[src/rtl/udp_ip_pkg.sv]
// Shared types and constants for the UDP/IPv4 transmit framer.
// Contents: FSM state codes, IPv4/UDP header constants, latched header
// payload struct, and the final-word byte-enable helper.
package udp_ip_pkg;

    typedef logic [2:0] state_t;

    localparam state_t ST_IDLE = 3'd0;
    localparam state_t ST_CALC = 3'd1;
    localparam state_t ST_HDR  = 3'd2;
    localparam state_t ST_PAY  = 3'd3;
    localparam state_t ST_DROP = 3'd4;

    localparam logic [7:0]  IP_VER_IHL   = 8'h45;
    localparam logic [7:0]  IP_PROTO_UDP = 8'h11;
    localparam logic [15:0] IP_FLAGS_DF  = 16'h4000;
    localparam int unsigned HDR_WORDS    = 7;
    localparam int unsigned HDR_BYTES    = 28;

    // Per-packet fields captured at grant
    typedef struct packed {
        logic [31:0] src_ip;
        logic [31:0] dst_ip;
        logic [15:0] src_port;
        logic [15:0] dst_port;
        logic [15:0] len;
    } hdr_t;

    // Byte enables for the final payload word of a len-byte packet
    function automatic logic [3:0] keep_from_len(input logic [15:0] len);
        case (len[1:0])
            2'd0:    return 4'b1111;
            2'd1:    return 4'b1000;
            2'd2:    return 4'b1100;
            default: return 4'b1110;
        endcase
    endfunction

endpackage

[src/rtl/udp_ip_tx_framer_rr_arbiter.sv]
// Round-robin arbiter: searches from the pointer upward for the first
// requester; the pointer moves past the winner when i_advance is high.
// Ports: i_req (requests), i_advance (packet start), o_grant_c (one-hot),
// o_idx_c (winner index), o_any_c (some request present).
module rr_arbiter #(
    parameter int unsigned NUM_CH = 2,
    parameter int unsigned CW     = 1
) (
    input  logic              clk,
    input  logic              rst_n,
    input  logic [NUM_CH-1:0] i_req,
    input  logic              i_advance,
    output logic [NUM_CH-1:0] o_grant_c,
    output logic [CW-1:0]     o_idx_c,
    output logic              o_any_c
);
    logic [CW-1:0] r_ptr;
    int unsigned   w_j;

    // Priority search starting at r_ptr
    always_comb begin
        o_grant_c = '0;
        o_idx_c   = '0;
        o_any_c   = 1'b0;
        w_j       = 0;
        for (int unsigned i = 0; i < NUM_CH; i++) begin
            w_j = (32'(r_ptr) + i) % NUM_CH;
            if (!o_any_c && i_req[w_j]) begin
                o_any_c        = 1'b1;
                o_idx_c        = CW'(w_j);
                o_grant_c[w_j] = 1'b1;
            end
        end
    end

    always_ff @(posedge clk or negedge rst_n) begin
        if (!rst_n)
            r_ptr <= '0;
        else if (i_advance && o_any_c)
            r_ptr <= CW'((32'(o_idx_c) + 1) % NUM_CH);
    end

endmodule

[src/rtl/udp_ip_tx_framer.sv]
// Multi-channel UDP/IPv4 transmit framer: round-robin grant, 7-word
// IPv4+UDP header, payload pass-through with byte keep, length-error drop.
// Optional macro UDP_IP_TX_CHECKSUM_EN enables the 2-cycle header checksum
// stage; otherwise the checksum field is 0 (MAC offload).
// Ports: clk/rst_n; in_* per-channel payload streams (in_ready back);
// src_ip/dst_ip/src_port/dst_port_base header fields; out_* MAC stream;
// out_len IPv4 total length; err_len length-error pulse.
module udp_ip_tx_framer
    import udp_ip_pkg::*;
#(
    parameter int unsigned NUM_CH      = 2,
    parameter int unsigned MAX_PAYLOAD = 1472,
    parameter int unsigned TTL         = 64
) (
    input  logic                   clk,
    input  logic                   rst_n,
    input  logic [NUM_CH*32-1:0]   in_data,
    input  logic [NUM_CH*16-1:0]   in_len,
    input  logic [NUM_CH-1:0]      in_valid,
    input  logic [NUM_CH-1:0]      in_last,
    output logic [NUM_CH-1:0]      in_ready,
    input  logic [31:0]            src_ip,
    input  logic [31:0]            dst_ip,
    input  logic [15:0]            src_port,
    input  logic [15:0]            dst_port_base,
    output logic [31:0]            out_data,
    output logic [3:0]             out_keep,
    output logic                   out_valid,
    output logic                   out_last,
    input  logic                   out_ready,
    output logic [15:0]            out_len,
    output logic                   err_len
);
    localparam int unsigned CW = (NUM_CH > 1) ? $clog2(NUM_CH) : 1;

    state_t            r_state, w_next;
    hdr_t              r_hdr;
    logic [CW-1:0]     r_ch;
    logic [NUM_CH-1:0] r_gnt;
    logic [15:0]       r_ident, r_nwords, r_pcnt, r_out_len;
    logic [2:0]        r_widx;
    logic              r_err;

    logic [NUM_CH-1:0] w_gnt_oh;
    logic [CW-1:0]     w_gnt_idx;
    logic              w_gnt_any, w_grant, w_len_bad;
    logic [15:0]       w_len_new, w_csum;
    logic [31:0]       w_pay_data, w_hdr_word;
    logic              w_pay_valid, w_pay_last, w_last_exp, w_pay_xfer;

    rr_arbiter #(.NUM_CH(NUM_CH), .CW(CW)) u_arb (
        .clk       (clk),
        .rst_n     (rst_n),
        .i_req     (in_valid),
        .i_advance (w_grant),
        .o_grant_c (w_gnt_oh),
        .o_idx_c   (w_gnt_idx),
        .o_any_c   (w_gnt_any)
    );

    assign w_grant     = (r_state == ST_IDLE) && w_gnt_any;
    assign w_len_new   = in_len[16*32'(w_gnt_idx) +: 16];
    assign w_len_bad   = (w_len_new == 16'd0) || (32'(w_len_new) > MAX_PAYLOAD);
    assign w_pay_data  = in_data[32*32'(r_ch) +: 32];
    assign w_pay_valid = in_valid[r_ch];
    assign w_pay_last  = in_last[r_ch];
    assign w_last_exp  = (r_pcnt == r_nwords - 16'd1);
    assign w_pay_xfer  = (r_state == ST_PAY) && w_pay_valid && out_ready;

`ifdef UDP_IP_TX_CHECKSUM_EN
    logic        r_calc_ph;
    logic [19:0] r_sum;
    logic [15:0] r_csum;
    logic [16:0] w_fold1;
    logic [15:0] w_fold2;

    // A 20-bit sum of ten fields folds to 16 bits in two steps
    assign w_fold1 = 17'(r_sum[15:0]) + 17'(r_sum[19:16]);
    assign w_fold2 = w_fold1[15:0] + 16'(w_fold1[16]);
    assign w_csum  = r_csum;

    always_ff @(posedge clk or negedge rst_n) begin
        if (!rst_n) begin
            r_calc_ph <= 1'b0;
            r_sum     <= '0;
            r_csum    <= '0;
        end else if (r_state == ST_CALC) begin
            if (!r_calc_ph) begin
                r_sum <= 20'({IP_VER_IHL, 8'h00}) + 20'(r_out_len) + 20'(r_ident)
                       + 20'(IP_FLAGS_DF) + 20'({8'(TTL), IP_PROTO_UDP})
                       + 20'(r_hdr.src_ip[31:16]) + 20'(r_hdr.src_ip[15:0])
                       + 20'(r_hdr.dst_ip[31:16]) + 20'(r_hdr.dst_ip[15:0]);
                r_calc_ph <= 1'b1;
            end else begin
                r_csum    <= ~w_fold2;
                r_calc_ph <= 1'b0;
            end
        end
    end
`else
    assign w_csum = 16'h0000;
`endif

    // Header word select
    always_comb begin
        w_hdr_word = '0;
        case (r_widx)
            3'd0:    w_hdr_word = {IP_VER_IHL, 8'h00, r_out_len};
            3'd1:    w_hdr_word = {r_ident, IP_FLAGS_DF};
            3'd2:    w_hdr_word = {8'(TTL), IP_PROTO_UDP, w_csum};
            3'd3:    w_hdr_word = r_hdr.src_ip;
            3'd4:    w_hdr_word = r_hdr.dst_ip;
            3'd5:    w_hdr_word = {r_hdr.src_port, r_hdr.dst_port};
            default: w_hdr_word = {16'd8 + r_hdr.len, 16'h0000};
        endcase
    end

    always_ff @(posedge clk or negedge rst_n) begin
        if (!rst_n) r_state <= ST_IDLE;
        else        r_state <= w_next;
    end

    // Next state
    always_comb begin
        w_next = r_state;
        case (r_state)
            ST_IDLE: begin
                if (w_gnt_any) begin
`ifdef UDP_IP_TX_CHECKSUM_EN
                    w_next = w_len_bad ? ST_DROP : ST_CALC;
`else
                    w_next = w_len_bad ? ST_DROP : ST_HDR;
`endif
                end
            end
`ifdef UDP_IP_TX_CHECKSUM_EN
            ST_CALC: if (r_calc_ph) w_next = ST_HDR;
`endif
            ST_HDR:  if (out_ready && (r_widx == 3'(HDR_WORDS - 1))) w_next = ST_PAY;
            ST_PAY: begin
                if (w_pay_xfer) begin
                    if (w_pay_last)      w_next = ST_IDLE;
                    else if (w_last_exp) w_next = ST_DROP;
                end
            end
            ST_DROP: if (w_pay_valid && w_pay_last) w_next = ST_IDLE;
            default: w_next = ST_IDLE;
        endcase
    end

    // Output stream: header from registers, payload passed straight through
    always_comb begin
        out_valid = 1'b0;
        out_data  = '0;
        out_keep  = '0;
        out_last  = 1'b0;
        in_ready  = '0;
        case (r_state)
            ST_HDR: begin
                out_valid = 1'b1;
                out_data  = w_hdr_word;
                out_keep  = 4'hF;
            end
            ST_PAY: begin
                out_valid = w_pay_valid;
                out_data  = w_pay_data;
                out_keep  = w_last_exp ? keep_from_len(r_hdr.len) : 4'hF;
                out_last  = w_last_exp || w_pay_last;
                in_ready  = r_gnt & {NUM_CH{out_ready}};
            end
            ST_DROP: in_ready = r_gnt;
            default: ;
        endcase
    end

    assign out_len = r_out_len;
    assign err_len = r_err;

    // Grant capture, header/payload counters, ident, error pulse
    always_ff @(posedge clk or negedge rst_n) begin
        if (!rst_n) begin
            r_hdr     <= '0;
            r_ch      <= '0;
            r_gnt     <= '0;
            r_out_len <= '0;
            r_nwords  <= '0;
            r_pcnt    <= '0;
            r_widx    <= '0;
            r_ident   <= '0;
            r_err     <= 1'b0;
        end else begin
            // Early in_last, or count reached without in_last
            r_err <= (w_grant && w_len_bad) || (w_pay_xfer && (w_pay_last != w_last_exp));
            if (w_grant) begin
                r_ch           <= w_gnt_idx;
                r_gnt          <= w_gnt_oh;
                r_hdr.src_ip   <= src_ip;
                r_hdr.dst_ip   <= dst_ip;
                r_hdr.src_port <= src_port;
                r_hdr.dst_port <= dst_port_base + 16'(w_gnt_idx);
                r_hdr.len      <= w_len_new;
                r_out_len      <= 16'(HDR_BYTES) + w_len_new;
                r_nwords       <= 16'((17'(w_len_new) + 17'd3) >> 2);
                r_pcnt         <= '0;
                r_widx         <= '0;
            end
            if ((r_state == ST_HDR) && out_ready) begin
                r_widx <= r_widx + 3'd1;
                if (r_widx == 3'd1) r_ident <= r_ident + 16'd1;
            end
            if (w_pay_xfer) r_pcnt <= r_pcnt + 16'd1;
        end
    end

endmodule

[config.mk]
export PLATFORM = sky130hd
export DESIGN_NAME = udp_ip_tx_framer
export DESIGN_NICKNAME = d
export VERILOG_FILES = /design/src/rtl/udp_ip_pkg.sv /design/src/rtl/udp_ip_tx_framer_rr_arbiter.sv /design/src/rtl/udp_ip_tx_framer.sv
export SDC_FILE = /design/constraint.sdc
export NUM_CORES = 1
export LEC_CHECK = 0
export ABC_CLOCK_PERIOD_IN_PS = 2600
export CAP_MARGIN = 10
export CORE_ASPECT_RATIO = 1.75
export CORE_MARGIN = 2
export CORE_UTILIZATION = 46
export DETAILED_ROUTE_END_ITERATION = 8
export GPL_TIMING_DRIVEN = 0
export PLACE_DENSITY = 0.78
export SKIP_LAST_GASP = 1
export SLEW_MARGIN = 20
export SYNTH_ARGS = -nofsm -noshare
export SYNTH_HDL_FRONTEND = slang
export SYNTH_HIERARCHICAL = 1
export SYNTH_SLANG_ARGS = --single-unit
[constraint.sdc]
create_clock -name clk -period 2.6 [get_ports clk]
set_clock_uncertainty 0.05 [all_clocks]
set_input_delay 0.26 -clock clk [delete_from_list [all_inputs] [get_ports clk]]
set_output_delay 0.26 -clock clk [all_outputs]
set_load 0.005 [all_outputs]
After elaboration in Yosys (flattened, before gate mapping)
Index checks and enable logic that the tools add are counted.
{"block": "totals", "wordCells": 115, "ff_bits": 186}
{"block": "classes", "n_addsub": 10, "shifts": 2, "bitwise_logic": 2, "n_lt_le_gt_ge": 6, "reduce_logical": 24, "mux": 38, "n_eq_ne": 18}
{"cell": "$pmux 32 s6", "count": 1}
{"cell": "$pmux 32 s2", "count": 1}
{"cell": "$shiftx 64x7->32", "count": 1}
{"cell": "$add 16x1->16 const B", "count": 2}
{"cell": "$mux 16", "count": 2}
{"cell": "$shiftx 32x6->16", "count": 1}
{"cell": "$mux 3", "count": 9}
{"cell": "$add 16x2->17 const B", "count": 1}
{"cell": "$add 16x1->16", "count": 1}
{"cell": "$add 4x16->16 const A", "count": 1}
{"cell": "$add 5x16->16 const A", "count": 1}
{"cell": "$eq 16x16->1", "count": 1}
{"cell": "$gt 16x11->1 const B", "count": 1}
{"cell": "$logic_not 16->1", "count": 1}
{"cell": "$sub 15x1->16 const B", "count": 1}
{"cell": "$mux 1", "count": 15}
{"cell": "$eq 3x2->1 const B", "count": 4}
{"cell": "$eq 3x3->1 const B", "count": 4}
{"cell": "$logic_and 1x1->1", "count": 12}
{"cell": "$pmux 3 s4", "count": 1}
{"cell": "$pmux 3 s3", "count": 1}
{"cell": "$pmux 4 s2", "count": 1}
{"cell": "$logic_not 3->1", "count": 2}
{"cell": "$lt 1x2->1 const B", "count": 3}
{"cell": "23 further kinds", "count": 32}

Logic depth before layout (Yosys ltp)
{"block": "depth", "ltp_word": 12, "mapped_depth": 11, "ltp_nobuf": 11}

By module
Netlist, hierarchy kept.
{"mod": "udp_ip_tx_framer", "seq_area_each_um2": 4579.4, "area_each_um2": 10623.9, "cells_per_inst": 1225, "n_inst": 1}
{"mod": "rr_arbiter", "seq_area_each_um2": 25.0, "area_each_um2": 68.8, "cells_per_inst": 8, "n_inst": 1}

Worst setup path before layout
No wires, ideal clock.
{"block": "synth_timing", "kind": "reg-to-reg", "from": "register r_nwords[0]", "to": "register r_state[1]", "path_buffers": 0, "stages_incl_launch_ff": 12, "required_ns": 2.416, "t_arrival_ns": 2.476, "path_slack_ns": -0.061, "cell_sequence": "dfrtp_1 inv_1 ha_1 nor4b_4 a31oi_1 nor4_1 o211ai_1 nor4_1 nand2_1 ha_1 o21ai_0 a221oi_1"}
{"block": "synth_between", "elab_chain_cells": 4}
{"element": "start, declared", "line": "udp_ip_tx_framer.sv:40", "rtl": "logic [15:0] r_ident, r_nwords, r_pcnt, r_out_len;"}
{"element": "start signal, assigned", "line": "udp_ip_tx_framer.sv:203", "rtl": "r_nwords <= 16'((17'(w_len_new) + 17'd3) >> 2);"}
{"element": "$sub 15x1->16", "line": "udp_ip_tx_framer.sv:67", "rtl": "assign w_last_exp = (r_pcnt == r_nwords - 16'd1);"}
{"element": "$eq 16x16->1", "line": "udp_ip_tx_framer.sv:67"}
{"element": "$ne 3x3->1 (no line)"}
{"element": "$reduce_and 5->1 (no line)"}
{"element": "end signal, assigned", "line": "udp_ip_tx_framer.sv:120", "rtl": "else r_state <= w_next;"}
{"element": "end, declared", "line": "udp_ip_tx_framer.sv:36", "rtl": "state_t r_state, w_next;"}
Every way passes these cells.
A chain may end at the register's enable or synchronous reset.

Worst setup path after layout
{"block": "layout_timing", "from": "register r_nwords[5]", "to": "output out_last"}
{"block": "layout_between", "elab_chain_cells": 4}
{"element": "$sub 15x1->16", "line": "udp_ip_tx_framer.sv:67"}
{"element": "$eq 16x16->1", "line": "udp_ip_tx_framer.sv:67"}
{"element": "$logic_or 1x1->1", "line": "udp_ip_tx_framer.sv:168", "rtl": "out_last = w_last_exp || w_pay_last;"}
{"element": "$mux 1", "line": "udp_ip_tx_framer.sv:158", "rtl": "case (r_state)"}
{"element": "end, declared", "line": "udp_ip_tx_framer.sv:29", "rtl": "output logic out_last,"}
Every way passes these cells.

==> out/qor.csv <==
stage,metric,value,unit
status,status,"finished, violations left",
status,violations,"design-rule violations, negative setup slack",
global_route,grt_max_degree,95,
timing,hold_viol,0,
power_and_ir_drop,cellPowerDensity,885,nW/um^2
final_layout,drive_gt1_share,20.8,%
min_path,hold_class,in -> reg,
placed_design,dp_hpwl,29.7,mm
drt,met3_length,2.97,mm
drt,vias_per_cell,5.94,
global_route,grt_pass1_vias,11297,
final_layout,diodes,0,
synthesis,post_synth.cell_area_avg,8.67,sq um
clock_tree,cts_buffer_depth,2,
synthesis,yosysSeqAreaShare,43.1,%
power_and_ir_drop,power.share.sequential,37.1,%
timing,tightest_slew,0.893,ns
synthesis,synth_edf_count,0,
synthesis,syn_inst,1233,
global_route,grt_util_all_layers,32.8,%
timing,maxSlewViolCount,0,
placed_design,placed_cell_area,13700,sq um
critical_path,cp-start-kind,flip-flop,
clock_tree,clock-sinks,184,
drt,dr.pass1.iters,9,
power_and_ir_drop,p_leak,0.00684,uW
floorplan,die_area,24500,sq um
synthesis,ys_ff_latch,184,
final_layout,syn_to_final_growth,45.8,%
clock_tree,cts.root.buffer_cell,clkbuf_16,
critical_path,cp_slowest_cell,dfrtp_1,
synthesis,yosys_most_used_dff,dfrtp_1,
floorplan,fp-row-count,73,
drt,vias,11190,
power_and_ir_drop,total_power,13800,uW
critical_path,required,2.29,ns
final_layout,layout.core_utilization,68.6,%
timing,setup_violations,42,
critical_path,arrival,2.98,ns
global_route,antenna_found_initial,0,
clock_tree,numCtsBuffers,17,
clock_tree,clk_pin_slew,0.08,ns
critical_path,cpPeakStageDelay,0.53,ns
timing,fin_ws,-0.690,ns
critical_path,crit_chain,nor4_4 -> buf_4 -> nand3_2 -> a311oi_2 -> o32ai_2 -> a2111oi_4 -> nand2_2 -> ha_4 -> nor2_4 -> buf_2,
floorplan,io_pins,256,
power_and_ir_drop,clock_power_share,19.2,%
timing,fin_crit,3.29,ns
critical_path,setup.worst_path.end_class,output port,
drt,wl_met2,21.1,mm
drt,routed_wl,41.5,mm
global_route,grt-ovfl-total,0,
critical_path,crit_fanout,6,
drt,dr.max_layer_used,met4,
final_layout,fin_nets,1787,
placed_design,io_buffers,255,
timing,fin_crit_sh,127,%
synthesis,synth_nets,1449,
placed_design,gp_congestion,0.934,
floorplan,die_h,206,microns
synthesis,async_reset_ff_share,100,%
drt,drtAntennaViolNets,0,
drt,wl_met1,14.0,mm
power_and_ir_drop,swShare,42.2,%
timing,slew_headroom,40.4,%
synthesis,yosys.area.top_type_share,43.1,%
drt,dr.first_iter.drc_count,1267,
synthesis,netlist-cell-type-count,77,
clock_tree,cts_tree,done,
floorplan,die_w,119,microns
flow_run,drv_cap,0,
timing,fmax,304,MHz
clock_tree,clk_latency,0.45,ns
timing,rsz0062_at_grt,true,
drt,drc,4,
synthesis,yosysTopAreaCell,dfrtp_1,
synthesis,synthTopCellsByArea,"dfrtp_1, nand2_1, mux2i_1, xnor2_1, o21ai_0",
critical_path,timing_worst_setup_path_type,reg -> out,
power_and_ir_drop,power.internal,7970,uW
power_and_ir_drop,power_frac_comb,43.7,%
clock_tree,htree_levels,4,
placed_design,post-place-ws,-1.60,ns
timing,hold_slack,0.282,ns
floorplan,start_util,47.0,%
floorplan,fp.coreArea,22700,sq um
global_route,grt_pass1_wl,61.2,mm
synthesis,synth-warning-count,6,
power_and_ir_drop,p_sw,5830,uW
synthesis,synth_area,10700,sq um
drt,avgRoutedWirePerCell,22.0,microns
final_layout,final_area,15600,sq um
power_and_ir_drop,ir_worst_vdd,0.000510,V
-- power groups by stage --
stage / logic (uW) / clock network [uW] / registers [uW]
final: 6030 / 2650 / 5120
after detailed placement: 4950 / 0 / 5060
after global routing: 6490 / 2750 / 5190
after floorplan: 3110 / 0 / 4640
after global placement: 4820 / 0 / 5030
after CTS: 5590 / 2630 / 5030
-- state kept, by name (all words and copies together), names as in the netlist, named ones only --
name,cells
r_nwords,15
r_pcnt,16
r_gnt,2
r_widx,3
r_ch,1
err_len,1
r_state,3
r_hdr,112
r_ident,16
out_len,14
-- final timing paths --
kind                        startpoint          to  slack [ns]  cells past startpoint
max                        r_nwords[5]    out_last       -0.69                     10
min reg2reg                 r_hdr[102]  r_hdr[102]        0.43                      2
max in group asynchronous        rst_n   r_hdr[86]        1.23                      3
min                         dst_ip[10]   r_hdr[58]        0.28                      3
min in group asynchronous        rst_n  r_hdr[111]        0.36                      2
max reg2reg                r_nwords[5]  r_state[0]       -0.34                     12
-- layout by cell type (no fill, tap or decap), types with 6 or more instances in the layout --
cell	instances
clkdlybuf4s50_1	218
mux2i_1	35
o211ai_1	6
nor3_1	12
clkbuf_2	14
xnor2_1	48
nand4_1	13
a21oi_1	7
buf_6	19
mux2_2	37
and3_1	11
o21ai_1	12
o22ai_1	9
buf_4	49
a222oi_1	26
dfrtp_1	180
nor3_2	6
a31oi_1	6
nand2_1	389
mux2i_4	10
o21ai_0	70
ha_1	9
buf_8	6
nand3_1	39
clkbuf_1	28
clkbuf_16	21
xor2_1	31
inv_2	6
buf_2	36
nor2_1	33
inv_1	16
-- cell families after synthesis --
family                     share of synthesized area (%)
AOI/OAI and AO/OA                                   13.0
xor gates and xnor gates                            6.70
muxes                                               8.33
adders and majority gates                           1.99
and+or+nand+nor                                     23.3
buffers and inverters                               3.59
DFF                                                 43.1
-- layer usage --
metal	up-vias	global-route usage [%]
met3	214	5.76
met5	-	0
met1	5329	34.9
met2	671	58.1
met4	0	23.9
li1	4976	-
-- cell type report --
cell class              instances  area [sq um]
fillers                      1672          7150
multi-input cells             956          6440
flip-flops and latches        184          4610
repair buffers                322          3030
plain buffers                  67           462
clock buffers                  17           425
well taps                     300           375
clock inverters                15           159
inverters                      23          90.1
-- repair_timing --
item,in CTS,in global routing
endpoints found under the setup margin,71,98
endpoints found under the hold margin,90,0
buffers inserted,38,28
gates resized for setup,311,80
gates cloned,2,0
hold buffers,1,0
pin swaps,51,43
-- critical path: cells and delay by family (launching register included) --
| family | cells | cell delay (ns) |
|---|---|---|
| AOI/OAI and AO/OA | 3 | 0.76 |
| DFF | 1 | 0.53 |
| and+or+nand+nor | 4 | 0.70 |
| buffers and inverters | 2 | 0.34 |
| adders and majority gates | 1 | 0.19 |
-- synth_stat cells (4+ instances only) --
| cell | count |
|---|---|
| nand2_1 | 394 |
| dfrtp_1 | 184 |
| o21ai_0 | 84 |
| clkbuf_1 | 53 |
| xnor2_1 | 49 |
| mux2i_1 | 46 |
| nand3_1 | 43 |
| mux2_2 | 37 |
| nor2_1 | 37 |
| xor2_1 | 31 |
| a222oi_1 | 26 |
| inv_1 | 22 |
| nor3_1 | 18 |
| ha_1 | 17 |
| o22ai_1 | 16 |
| nand4_1 | 13 |
| a21oi_1 | 12 |
| and3_1 | 11 |
| a31oi_1 | 9 |
| buf_1 | 9 |
| nor4_1 | 8 |
| a211oi_1 | 7 |
| o211ai_1 | 6 |
| and2_1 | 5 |
| a221oi_1 | 4 |
| and4_1 | 4 |
| buf_2 | 4 |
| nand3b_1 | 4 |
| nor2b_1 | 4 |
| nor3b_1 | 4 |
| o21ai_1 | 4 |
-- stage by stage --
stage | TNS, ns | cells
2_1_floorplan | 0 | 1233
3_3_place_gp | -1254.54 | 1788
3_5_place_dp | -97.33 | 1789
4_1_cts | -11.86 | 1858
5_1_grt | -15.97 | 1884
6_report | -12.86 | 1884
(Power assumes the default switching activity.)
